<file path="config.mk">
export PLATFORM = sky130hd
export DESIGN_NAME = halfband_decim_sym
export DESIGN_NICKNAME = d
export VERILOG_FILES = /design/src/rtl/halfband_decim_sym_pkg.sv /design/src/rtl/halfband_mac_seq.sv /design/src/rtl/halfband_decim_sym.sv
export SDC_FILE = /design/constraint.sdc
export NUM_CORES = 1
export LEC_CHECK = 0
export CORE_MARGIN = 3
export CORE_UTILIZATION = 29
export DETAILED_ROUTE_END_ITERATION = 8
export PLACE_DENSITY = 0.54
export SLEW_MARGIN = 20
export SYNTH_ARGS = -nofsm -noshare
export SYNTH_HDL_FRONTEND = slang
export SYNTH_SLANG_ARGS = --single-unit
</file>
<file path="constraint.sdc">
create_clock -name sys_clk -period 18.7 [get_ports sys_clk]
set_input_delay 3.74 -clock sys_clk [delete_from_list [all_inputs] [get_ports sys_clk]]
set_output_delay 3.74 -clock sys_clk [all_outputs]
set_load 0.01 [all_outputs]
</file>
<file path="src/rtl/halfband_decim_sym_pkg.sv">
// Shared constants for the 15-tap symmetric halfband pair (TX interpolator / RX decimator):
// sample format, coefficient set and the MAC sequencer state encoding.
package halfband_decim_sym_pkg;

  localparam int WIDTH  = 18;  // 1s17 samples and coefficients
  localparam int LENGTH = 15;  // odd halfband length
  localparam int NTAPS  = 4;   // non-zero off-centre coefficient pairs
  localparam int ACCW   = 20;  // accumulator width

  // Product bits [2*WIDTH-3:PROD_LSB] carry the 1s17-scaled tap contribution.
  localparam int PROD_LSB = WIDTH - 2;

  localparam logic signed [WIDTH-1:0] HB_H0 = -18'sd87;
  localparam logic signed [WIDTH-1:0] HB_H1 = 18'sd819;
  localparam logic signed [WIDTH-1:0] HB_H2 = -18'sd3981;
  localparam logic signed [WIDTH-1:0] HB_H3 = 18'sd19634;
  localparam logic signed [WIDTH-1:0] HB_HC = 18'sd32768;

  // The centre coefficient is a power of two at product scale, so it reduces to a shift.
  localparam int CENTRE_SHIFT = $clog2((2 ** PROD_LSB) / int'(HB_HC));

  typedef enum logic [2:0] {
    ST_IDLE = 3'd0,
    ST_MAC0 = 3'd1,
    ST_MAC1 = 3'd2,
    ST_MAC2 = 3'd3,
    ST_MAC3 = 3'd4
  } hb_state_t;

  function automatic logic signed [WIDTH-1:0] hb_coef(input logic [1:0] k);
    case (k)
      2'd0:    return HB_H0;
      2'd1:    return HB_H1;
      2'd2:    return HB_H2;
      default: return HB_H3;
    endcase
  endfunction

endpackage

</file>
<file path="src/rtl/halfband_mac_seq.sv">
// Time-shared MAC for the halfband decimator: one 18x18 multiplier walks the four
// pre-added tap pairs after a centre-tap seeded accumulator load.
module halfband_mac_seq
  import halfband_decim_sym_pkg::*;
(
  input  logic                          i_clk,
  input  logic                          i_reset,
  input  logic                          i_load_req,
  input  logic [NTAPS-1:0][WIDTH-1:0]   i_pre,
  input  logic signed [WIDTH-1:0]       i_centre,
  output logic signed [WIDTH-1:0]       o_y,
  output logic                          o_y_valid,
  output logic                          o_overrun,
  output hb_state_t                     o_state
);

  hb_state_t                    r_state;
  logic [NTAPS-1:0][WIDTH-1:0]  r_w;
  logic signed [ACCW-1:0]       r_acc;
  logic signed [WIDTH-1:0]      r_y;
  logic                         r_y_valid;
  logic                         r_overrun;

  logic [1:0]                   w_tap_sel;
  logic signed [WIDTH-1:0]      w_coef;
  logic signed [WIDTH-1:0]      w_data;
  logic signed [2*WIDTH-1:0]    w_prod;
  logic signed [ACCW-1:0]       w_term;
  logic signed [ACCW-1:0]       w_sum;
  logic signed [ACCW-1:0]       w_centre_ext;
  logic                         w_load;

  always_comb begin
    w_tap_sel = 2'd0;
    case (r_state)
      ST_MAC1: w_tap_sel = 2'd1;
      ST_MAC2: w_tap_sel = 2'd2;
      ST_MAC3: w_tap_sel = 2'd3;
      default: w_tap_sel = 2'd0;
    endcase
  end

  assign w_coef = hb_coef(w_tap_sel);
  assign w_data = $signed(r_w[w_tap_sel]);
  assign w_prod = w_coef * w_data;

  // Arithmetic shift gives floor truncation; |term| < 2^16 so the narrowing cast is exact.
  assign w_term       = ACCW'(w_prod >>> PROD_LSB);
  assign w_sum        = r_acc + w_term;
  assign w_centre_ext = ACCW'(i_centre) >>> CENTRE_SHIFT;

  // A new block may start only when the MAC is free or finishing this very cycle.
  assign w_load = i_load_req && ((r_state == ST_IDLE) || (r_state == ST_MAC3));

  // o_y_valid is a one-cycle pulse with no back-pressure: o_y is valid exactly in the
  // cycle o_y_valid is high and holds its value until the next pulse.
  always_ff @(posedge i_clk) begin
    if (i_reset) begin
      r_state   <= ST_IDLE;
      r_w       <= '0;
      r_acc     <= '0;
      r_y       <= '0;
      r_y_valid <= 1'b0;
      r_overrun <= 1'b0;
    end else begin
      r_y_valid <= 1'b0;
      if (w_load) begin
        r_w   <= i_pre;
        r_acc <= w_centre_ext;
      end
      case (r_state)
        ST_IDLE: begin
          if (i_load_req) r_state <= ST_MAC0;
        end
        ST_MAC0: begin
          r_acc   <= w_sum;
          r_state <= ST_MAC1;
          if (i_load_req) r_overrun <= 1'b1;
        end
        ST_MAC1: begin
          r_acc   <= w_sum;
          r_state <= ST_MAC2;
          if (i_load_req) r_overrun <= 1'b1;
        end
        ST_MAC2: begin
          r_acc   <= w_sum;
          r_state <= ST_MAC3;
          if (i_load_req) r_overrun <= 1'b1;
        end
        ST_MAC3: begin
          r_y       <= WIDTH'(w_sum);
          r_y_valid <= 1'b1;
          r_state   <= i_load_req ? ST_MAC0 : ST_IDLE;
        end
        default: r_state <= ST_IDLE;
      endcase
    end
  end

  assign o_y       = r_y;
  assign o_y_valid = r_y_valid;
  assign o_overrun = r_overrun;
  assign o_state   = r_state;

endmodule

</file>
<file path="src/rtl/halfband_decim_sym.sv">
// Receive-side 2:1 halfband decimator: input-rate delay line with symmetric pre-adders
// feeding a four-cycle time-shared MAC that emits one sample per output strobe.
module halfband_decim_sym
  import halfband_decim_sym_pkg::*;
(
  input  logic                     sys_clk,
  input  logic                     reset,
  input  logic                     sys_clk2_en,
  input  logic                     sam_clk_en,
  input  logic signed [WIDTH-1:0]  x_in,
  output logic signed [WIDTH-1:0]  y,
  output logic                     y_valid,
  output logic                     overrun,
  output hb_state_t                dbg_state
);

  logic [LENGTH-1:0][WIDTH-1:0]  r_x;
  logic [WIDTH-1:0]              w_x_half;
  logic [NTAPS-1:0][WIDTH-1:0]   w_pre;
  logic signed [WIDTH-1:0]       w_centre;

  // Halving on entry keeps each pair sum inside 18 bits.
  assign w_x_half = x_in >>> 1;

  always_ff @(posedge sys_clk) begin
    if (reset) begin
      r_x <= '0;
    end else if (sys_clk2_en) begin
      r_x <= {r_x[LENGTH-2:0], w_x_half};
    end
  end

  for (genvar k = 0; k < NTAPS; k++) begin : g_pre
    assign w_pre[k] = r_x[2*k] + r_x[LENGTH-1-2*k];
  end

  assign w_centre = $signed(r_x[(LENGTH-1)/2]);

  halfband_mac_seq u_mac (
    .i_clk      (sys_clk),
    .i_reset    (reset),
    .i_load_req (sam_clk_en),
    .i_pre      (w_pre),
    .i_centre   (w_centre),
    .o_y        (y),
    .o_y_valid  (y_valid),
    .o_overrun  (overrun),
    .o_state    (dbg_state)
  );

endmodule
</file>
==> reports/results.txt <==
status: finished, final reports clean
CTS buffer count: 42
gr ovfl total: 0
Final Hold Vio Count: 0
Peak Freq: 87.8 MHz
CTS resizes: 0
count of hold-fix buffers inserted at cts: 0
period utilization: 60.9%
layout cells sized above 1: 5.50%
CORE AREA: 90800 um^2
Ports: 45
largest net degree at the start of global routing: 134
max cap viols: 0
H-Tree Depth: 2
Synth top area share: 27.5%
Syn Nets: 3395
Worst-Margin Slew: 1110 ps
Post-synth ARST share: 0%
Critical Path Most Common Cell: inv_1
critical path's largest stage delay: 840 ps
Starting Density: 29.5%
vias after detailed routing: 18900
post-route ant nets: 0
Std-Cell Rows: 110
Critical Path RT: 19170 ps
gpl congestion: 0.853
Area growth syn-to-layout: 11.6%
RSZ-0062 raised after global routing: no
routed length per instance: 15.8 um
synthesized instance count: 2897
clock slew at reported path FFs: 60 ps
clock sink total: 368
Final Max Tran Viols: 0
DP Wirelength: 49100 um
register area share after synthesis: 27.5%
port buffer count: 43
Crit Path Class: reg2reg
yosys warns: 0
normalized max-slew margin: 25.7%
setup TNS: 0 ps
Yosys cell types: 75
Synth Register Bits: 368
DIE WIDTH: 310 um
Worst-Skew Late Latency: 580 ps
Avg Inst Size Synth: 9.26 um^2
fillers: 9464
gr usage total: 14.0%
cell taking the most area after synthesis: dfxtp_1
Pre-antenna DRT Iters: 5
worst-case clock buffer depth: 3
setup violators final: 0
Die Y: 310 um
Total Wirelength: 64800 um
full die area: 96100 um^2
vias in the first global route: 19600
crit-path max FO: 19
Worst Path Arrival: 11870 ps
DRC: 0
clock root buffer: clkbuf_16
CP Capture Type: flip-flop
Slowest-stage cell, CP: a21oi_2
Clock Skew: 16.3 ps
fin crit period: 11390 ps
Setup crit start kind: flip-flop
DR vias/cell: 4.60
initial antenna violation count: 0
first-pass GRT wire length: 107000 um
top_reg_cell synth: dfxtp_1
EDFF count, synth: 0
DR iter-0 viols: 1135
Post-Syn Area: 26800 um^2
synth top area cells: dfxtp_1 27%, fa_1 21%, mux2i_1 9.9%, ha_1 9.2%, inv_1 5.9%
CTS tree: yes
Final nets: 3391
# Post-CTS Setup Buffers: 0
worst hold path type: reg2reg
[state kept, by name, summed over array words and instances (netlist names)]
signal           cells
u_mac.o_state        3
w_centre            17
r_x                238
u_mac.o_y_valid      1
u_mac.r_acc         18
u_mac.o_y           18
u_mac.r_w           72
u_mac.o_overrun      1
[critical path: cells and delay by family (launching register included)]
kind / cells / cell delay (ps)
buffers and inverters: 9 / 1340
AO/OA/AOI/OAI: 11 / 3490
AND/OR/NAND/NOR: 9 / 1650
flip-flops: 1 / 560
adder cells (fa/ha/maj): 9 / 3930
XOR/XNOR: 2 / 290
[per-layer routing]
metal / GRT usage (%) / vias up / share of wire [%]
li1: - / 9382 / -
met1: 17.9 / 9114 / 44
met2: 24.0 / 263 / 48
met3: 2.33 / 94 / 3.9
met4: 4.64 / 2 / 3.4
met5: 0.445 / - / 0.085
[path summary, 6_finish.rpt]
kind                         start             to  slack, ps  depth (start not counted)
hold / removal       u_mac.r_w[31]  u_mac.r_w[31]        450                          2
hold reg to reg      u_mac.r_w[31]  u_mac.r_w[31]        450                          2
setup reg to reg  u_mac.o_state[1]  u_mac.o_y[17]       7310                         40
setup / recovery  u_mac.o_state[1]  u_mac.o_y[17]       7310                         40
[layout make-up]
type / count / area, um^2 / area share, %
multi-input cells: 1983 / 17400 / 58.2
flip-flops and latches: 368 / 7370 / 24.6
inverters: 425 / 1600 / 5.33
well taps: 1176 / 1470 / 4.92
clock buffers: 58 / 1200 / 4.02
repair buffers: 73 / 666 / 2.22
clock inverters: 19 / 219 / 0.732
diodes: 1 / 2.50 / 0.00836
[cells in the final DEF, fill, tap and decap left out, drive strengths merged, types with 5 or more instances in the layout]
cell type and instances:
buf 32, ha 198, and2 13, xor2 24, nand2b 24, dfxtp 368
a221oi 5, nand3b 8, a31oi 15, or2 29, clkbuf 58, nand2 173
nand4b 7, o21bai 5, a22o 10, inv 429, nand3 18, nor3 29
or3 12, a211oi 29, a21oi 134, o211ai 5, o21ai 42, xnor2 62
clkinv 12, mux2 12, a311oi 5, a21o 27, o31ai 6, nor2 413
fa 278, o21a 16, clkdlybuf4s50 41, o22ai 7, nand4 5, and3 9
nor2b 36, mux2i 266, a22oi 21
[stage by stage]
step | worst slack [ps] | instance area (um^2) | utilization, % | std cells | hold WS (ps)
after floorplan | 9410 | 26800 | - | 2897 | 428
after global placement | 7390 | 28500 | 31.4 | 4025 | 440
after detailed placement | 7380 | 28500 | 31.4 | 4025 | 440
after CTS | 7310 | 29900 | 32.9 | 4102 | 450
after global routing | 6440 | 29900 | 32.9 | 4102 | 470
final | 7310 | 29900 | 33.0 | 4103 | 450
[cell usage after synthesis, types with 30 or more instances]
library cell,n
inv_1,424
nor2_1,412
dfxtp_1,368
fa_1,278
mux2i_1,266
ha_1,198
nand2_1,172
a21oi_1,132
clkbuf_1,81
xnor2_1,62
buf_1,37
nor2b_1,36
o21ai_0,30
[cells by family after synthesis]
logic type | after synthesis | share of synthesized area (%)
compound gates | 356 | 8.70
xor+xnor | 86 | 2.81
fa+ha+maj | 476 | 30.0
buf+inv | 546 | 7.68
flops | 368 | 27.5
mux | 278 | 10.4
simple gates | 787 | 12.9
Power is not shown: default switching activity piles up to over one toggle a cycle in this logic, so the estimate is an artifact.
==> edit 1: new RTL, same flow settings <==
Set the package constant `WIDTH` to 22 (it was 18).
--- a/src/rtl/halfband_decim_sym_pkg.sv
+++ b/src/rtl/halfband_decim_sym_pkg.sv
@@ -2,7 +2,7 @@
 // sample format, coefficient set and the MAC sequencer state encoding.
 package halfband_decim_sym_pkg;
 
-  localparam int WIDTH  = 18;  // 1s17 samples and coefficients
+  localparam int WIDTH  = 22;  // 1s17 samples and coefficients
   localparam int LENGTH = 15;  // odd halfband length
   localparam int NTAPS  = 4;   // non-zero off-centre coefficient pairs
   localparam int ACCW   = 20;  // accumulator width
Interface: changed (resized x_in and y); port bits go from 45 to 53. No check against the original RTL was run, so the function may have changed too.
==> edit 1 against the unedited design <==
Final area grew 25%; non-clock buffer count up 10; largest cell class unchanged; maximum frequency is 6.8% lower; sequential cell count rose by 80; highest routed layer is now met4; final cell count increased by 26%; synthesized area up 26%; wire length increased by 27%; die area increased by 25%; synthesized cell count increased by 25%; setup slack got worse by 0.83 ns; critical path depth fell by 2.
Power is not shown: default switching activity piles up to over one toggle a cycle in this logic, so the estimate is an artifact.
==> edit 1: results (changes against the unedited design) <==
[layout]
fillers = 11904  ; +26%
largest-register = r_x
drive_above_1_share = 0.0480  ; -0.00699
largest_register_ffs = 294  ; +24%
fin_nets = 4256  ; +26%

[global_routing]
grt_max_degree = 104  ; -22%
grt_pass1_wl_um = 133000  ; +24%
antenna_found_initial = 1  ; +1
grt_usage = 0.136  ; -0.00377

[placement]
portBuffers = 51  ; +19%
place_hpwl_um = 64500  ; +31%
place_area_mm2 = 0.0359  ; +26%
place.gp.congestion = 0.856  ; +0.36%

[routing]
drt_wl_total_um = 82100  ; +27%
via_count = 23621  ; +25%
dr.first_iter.drc_count = 1496  ; +32%
drt_pass1_iterations = 5  ; unchanged

[clock_tree]
cts_buffer_depth = 3  ; unchanged
clk_latency_ns = 0.58  ; about the same
cts-root-buf = clkbuf_16
path_clk_slew_ns = 0.06  ; about the same
h-tree-depth = 2  ; unchanged
cts_resized = 0  ; unchanged
numCtsBuffers = 46  ; +9.5%
cts_setup_buffers = 0  ; unchanged

[outcome]
status = complete, no violations

[synthesis]
ys_types = 75  ; unchanged
synth_ff_type = dfxtp_1
async_flop_share = 0  ; unchanged
ys.warnings.count = 0  ; unchanged
syn_nets = 4277  ; +26%
netlist_top_cells_count = inv_1 (516), nor2_1 (479), dfxtp_1 (448), fa_1 (370), mux2i_1 (335)
ys_seq_area_frac = 0.266  ; -0.00919
synth_area_leaders = dfxtp_1 (27%), fa_1 (22%), mux2i_1 (9.9%)

[critical_path]
critPathMaxStageDelay_ns = 0.61  ; -0.23 ns
crit_arrival_ns = 12.66  ; +0.79 ns
crit_slowest_cell = ha_1
crit_fanout = 34  ; +15

[worst_hold_path]
min_path_type = flop to flop

[timing]
tightest_slew_ns = 1.19  ; +0.0790 ns
skew_ns = 0.0279  ; +0.0116 ns

-- edit 1: cell types whose count changed after synthesis, sizes merged, moves of 16 or more --
cell / before / now
ha: 198 / 252
dfxtp: 368 / 448
nand2: 173 / 233
a21oi: 134 / 191
nand2b: 24 / 43
clkbuf: 81 / 98
fa: 278 / 370
nor2: 413 / 479
inv: 425 / 516
mux2i: 266 / 335
o21ai: 42 / 72
a21o: 27 / 43
-- edit 1: path summary, 6_finish.rpt --
path / from / cells past startpoint / end / slack [ns]
worst min register to register: u_mac.r_w[70] / 2 / u_mac.r_w[70] / 0.45
worst min-delay path: u_mac.r_w[70] / 2 / u_mac.r_w[70] / 0.45
worst max-delay path: u_mac.o_state[1] / 38 / u_mac.r_acc[19] / 6.47
worst max register to register: u_mac.o_state[1] / 38 / u_mac.r_acc[19] / 6.47
-- edit 1: critical path, delay by kind of cell, from the launching register on --
kind | cells | cell delay [ns]
AO/OA/AOI/OAI | 11 | 2.63
AND/OR/NAND/NOR | 8 | 2.35
buffers and inverters | 7 | 1.04
flip-flops | 1 | 0.52
XOR/XNOR | 2 | 0.73
adder cells (fa/ha/maj) | 10 | 4.80
-- edit 1: per-layer routing --
| layer | GRT usage | routed length (um) | share of wire |
|---|---|---|---|
| met5 | 0 | 0 | 0 |
| met3 | 0.0166 | 3100 | 0.038 |
| met4 | 0.0355 | 2140 | 0.026 |
| met2 | 0.212 | 35500 | 0.43 |
| met1 | 0.200 | 41400 | 0.50 |
-- edit 1: logic make-up (layout without fill, tap and decap cells) --
family,Yosys count,after routing,synth area share
XOR/XNOR,101,101,0.0266
flip-flops,448,448,0.266
AND/OR/NAND/NOR,956,956,0.124
multiplexers,350,350,0.104
adder cells (fa/ha/maj),622,622,0.313
other,0,2,0
buffers and inverters,668,682,0.0746
AO/OA/AOI/OAI,484,484,0.0920
-- edit 1: per-stage QoR --
stage	setup slack, ns	cells
finish	6.47	5157
floorplan	9.02	3629
global route	5.87	5155
detailed placement	6.43	5072
global placement	6.42	5071
CTS	6.41	5155
-- edit 1: area by class of cell --
cell class                      count  area [um2]  share of cell area
Antenna cell                        2        5.00            0.000134
Sequential cell                   448        8970               0.240
Clock inverter                     18         234             0.00626
Multi-Input combinational cell   2513       22300               0.597
Clock buffer                       65        1280              0.0343
Tap cell                         1512        1890              0.0506
Timing Repair Buffer               83         761              0.0203
Inverter                          516        1940              0.0518
==> edit 2: new RTL, same settings <==
Made on the original files. Put a register stage on the output `dbg_state`. The value now appears one clock later. The other outputs are not delayed to match.
--- a/src/rtl/halfband_decim_sym.sv
+++ b/src/rtl/halfband_decim_sym.sv
@@ -13,6 +13,8 @@
   output logic                     overrun,
   output hb_state_t                dbg_state
 );
+
+  hb_state_t dbg_state_d;
 
   logic [LENGTH-1:0][WIDTH-1:0]  r_x;
   logic [WIDTH-1:0]              w_x_half;
@@ -45,7 +47,11 @@
     .o_y        (y),
     .o_y_valid  (y_valid),
     .o_overrun  (overrun),
-    .o_state    (dbg_state)
+    .o_state    (dbg_state_d)
   );
 
+  always_ff @(posedge sys_clk) begin
+    dbg_state <= dbg_state_d;
+  end
+
 endmodule
Formal check against the unedited RTL: not equivalent (Yosys sat finds a counterexample within 4 cycles, from zero or initial values and one cycle with reset high).
==> edit 2 against the unedited design <==
Final area increased by 1.1%; synthesized area increased by 0.56%; synthesized cell count increased by 0.72%; sequential cell count up 3; wire length up 1.7%; setup slack improved by 1.1 ns; critical path type unchanged; critical path depth is 1 lower; largest cell class unchanged.
Power is not shown: default switching activity piles up to over one toggle a cycle in this logic, so the estimate is an artifact.
==> edit 2: results (changes against the unedited design) <==
[outcome]
status = complete, no violations

[routing]
drt_wl_total_um = 65900  ; +1.7%
drt_pass1_iterations = 5  ; unchanged
dr.first_iter.drc_count = 1025  ; -9.7%
via_count = 18813  ; -0.22%

[synthesis]
synth_fa_ha_area_frac = 0.298  ; -0.00166
synthMuxAreaShare = 0.103  ; -0.000947
syn_nets = 3416  ; +0.62%
async_flop_share = 0  ; unchanged
synth_compound_area_frac = 0.0908  ; +0.00384
ys_types = 74  ; -1.3%
ys_seq_area_frac = 0.275  ; +0.000710
synth_cells = 2918  ; +0.72%
netlist_top_cells_count = inv_1 (428), nor2_1 (402), dfxtp_1 (371), fa_1 (278), mux2i_1 (265)
synth_area_leaders = dfxtp_1 (28%), fa_1 (21%), mux2i_1 (9.8%)
synth_xor_area_frac = 0.0268  ; -0.00127
ys_ff_latch = 371  ; +0.82%

[layout]
fillers = 9649  ; +2.0%
n_all_inverters = 428  ; +0.71%
nNonClkBuffers = 69  ; -5.5%
multi_input_gates = 2000  ; +0.86%
clock_area_frac = 0.0507  ; +0.00326
final_cells = 4191  ; +2.1%
antenna_cells = 1  ; unchanged
drive_above_1_share = 0.0533  ; -0.00175
clkbuf_count = 62  ; +6.9%
multiInputGateArea_mm2 = 0.0175  ; +0.40%
ff_latch_area_mm2 = 0.00743  ; +0.82%
buffer_area_frac = 0.0214  ; -0.000814

[global_routing]
grt_max_degree = 130  ; -3.0%
grt_usage = 0.135  ; -0.00519
grt_pass1_wl_um = 105000  ; -1.4%

[placement]
place_hpwl_um = 50900  ; +3.6%
dp_cells = 4111  ; +2.1%
place.gp.congestion = 0.864  ; +1.3%

[critical_path]
crit_fanout = 24  ; +5
critPathMaxStageDelay_ns = 0.75  ; -0.09 ns
crit_slowest_cell = fa_1
r2r_setup_slack_ns = 8.42  ; +1.11 ns
r2r_end = u_mac.r_acc[17]
r2r_cells = 39  ; -2.5%
crit_arrival_ns = 10.81  ; -1.06 ns

[clock_tree]
numCtsBuffers = 44  ; +4.8%
clk_latency_ns = 0.61  ; +0.03 ns
cts-root-buf = clkbuf_16
h-tree-depth = 2  ; unchanged

[timing]
skew_ns = 0.0378  ; +0.0215 ns
max-slew-margin-rel = 0.289  ; +0.0314

[worst_hold_path]
min-delay-start = u_mac.r_w[59]

-- edit 2: routing by layer --
| metal | track usage | up-vias | routed length, um |
|---|---|---|---|
| li1 | - | 9472 | - |
| met1 | 0.187 | 8986 | 31800 |
| met2 | 0.217 | 271 | 29500 |
| met3 | 0.0252 | 84 | 3040 |
| met4 | 0.0341 | 0 | 1500 |
| met5 | 0 | - | 0 |
-- edit 2: how the worst min path moves through the flow --
| stage | slack [ns] | end |
|---|---|---|
| 6_report | 0.45 | u_mac.r_w[59] |
| 5_1_grt | 0.48 | u_mac.r_w[24] |
| 4_1_cts | 0.45 | u_mac.r_w[59] |
| 3_5_place_dp | 0.44 | u_mac.r_w[68] |
| 3_3_place_gp | 0.43 | u_mac.r_w[64] |
| 2_1_floorplan | 0.34 | dbg_state[2] |
-- edit 2: metrics by stage --
step                      cell area, um2  setup WS, ns
final                              30300          8.42
after global routing               30200          7.74
after CTS                          30200          8.34
after detailed placement           28700          8.41
after global placement             28700          8.44
after floorplan                    27000          9.85
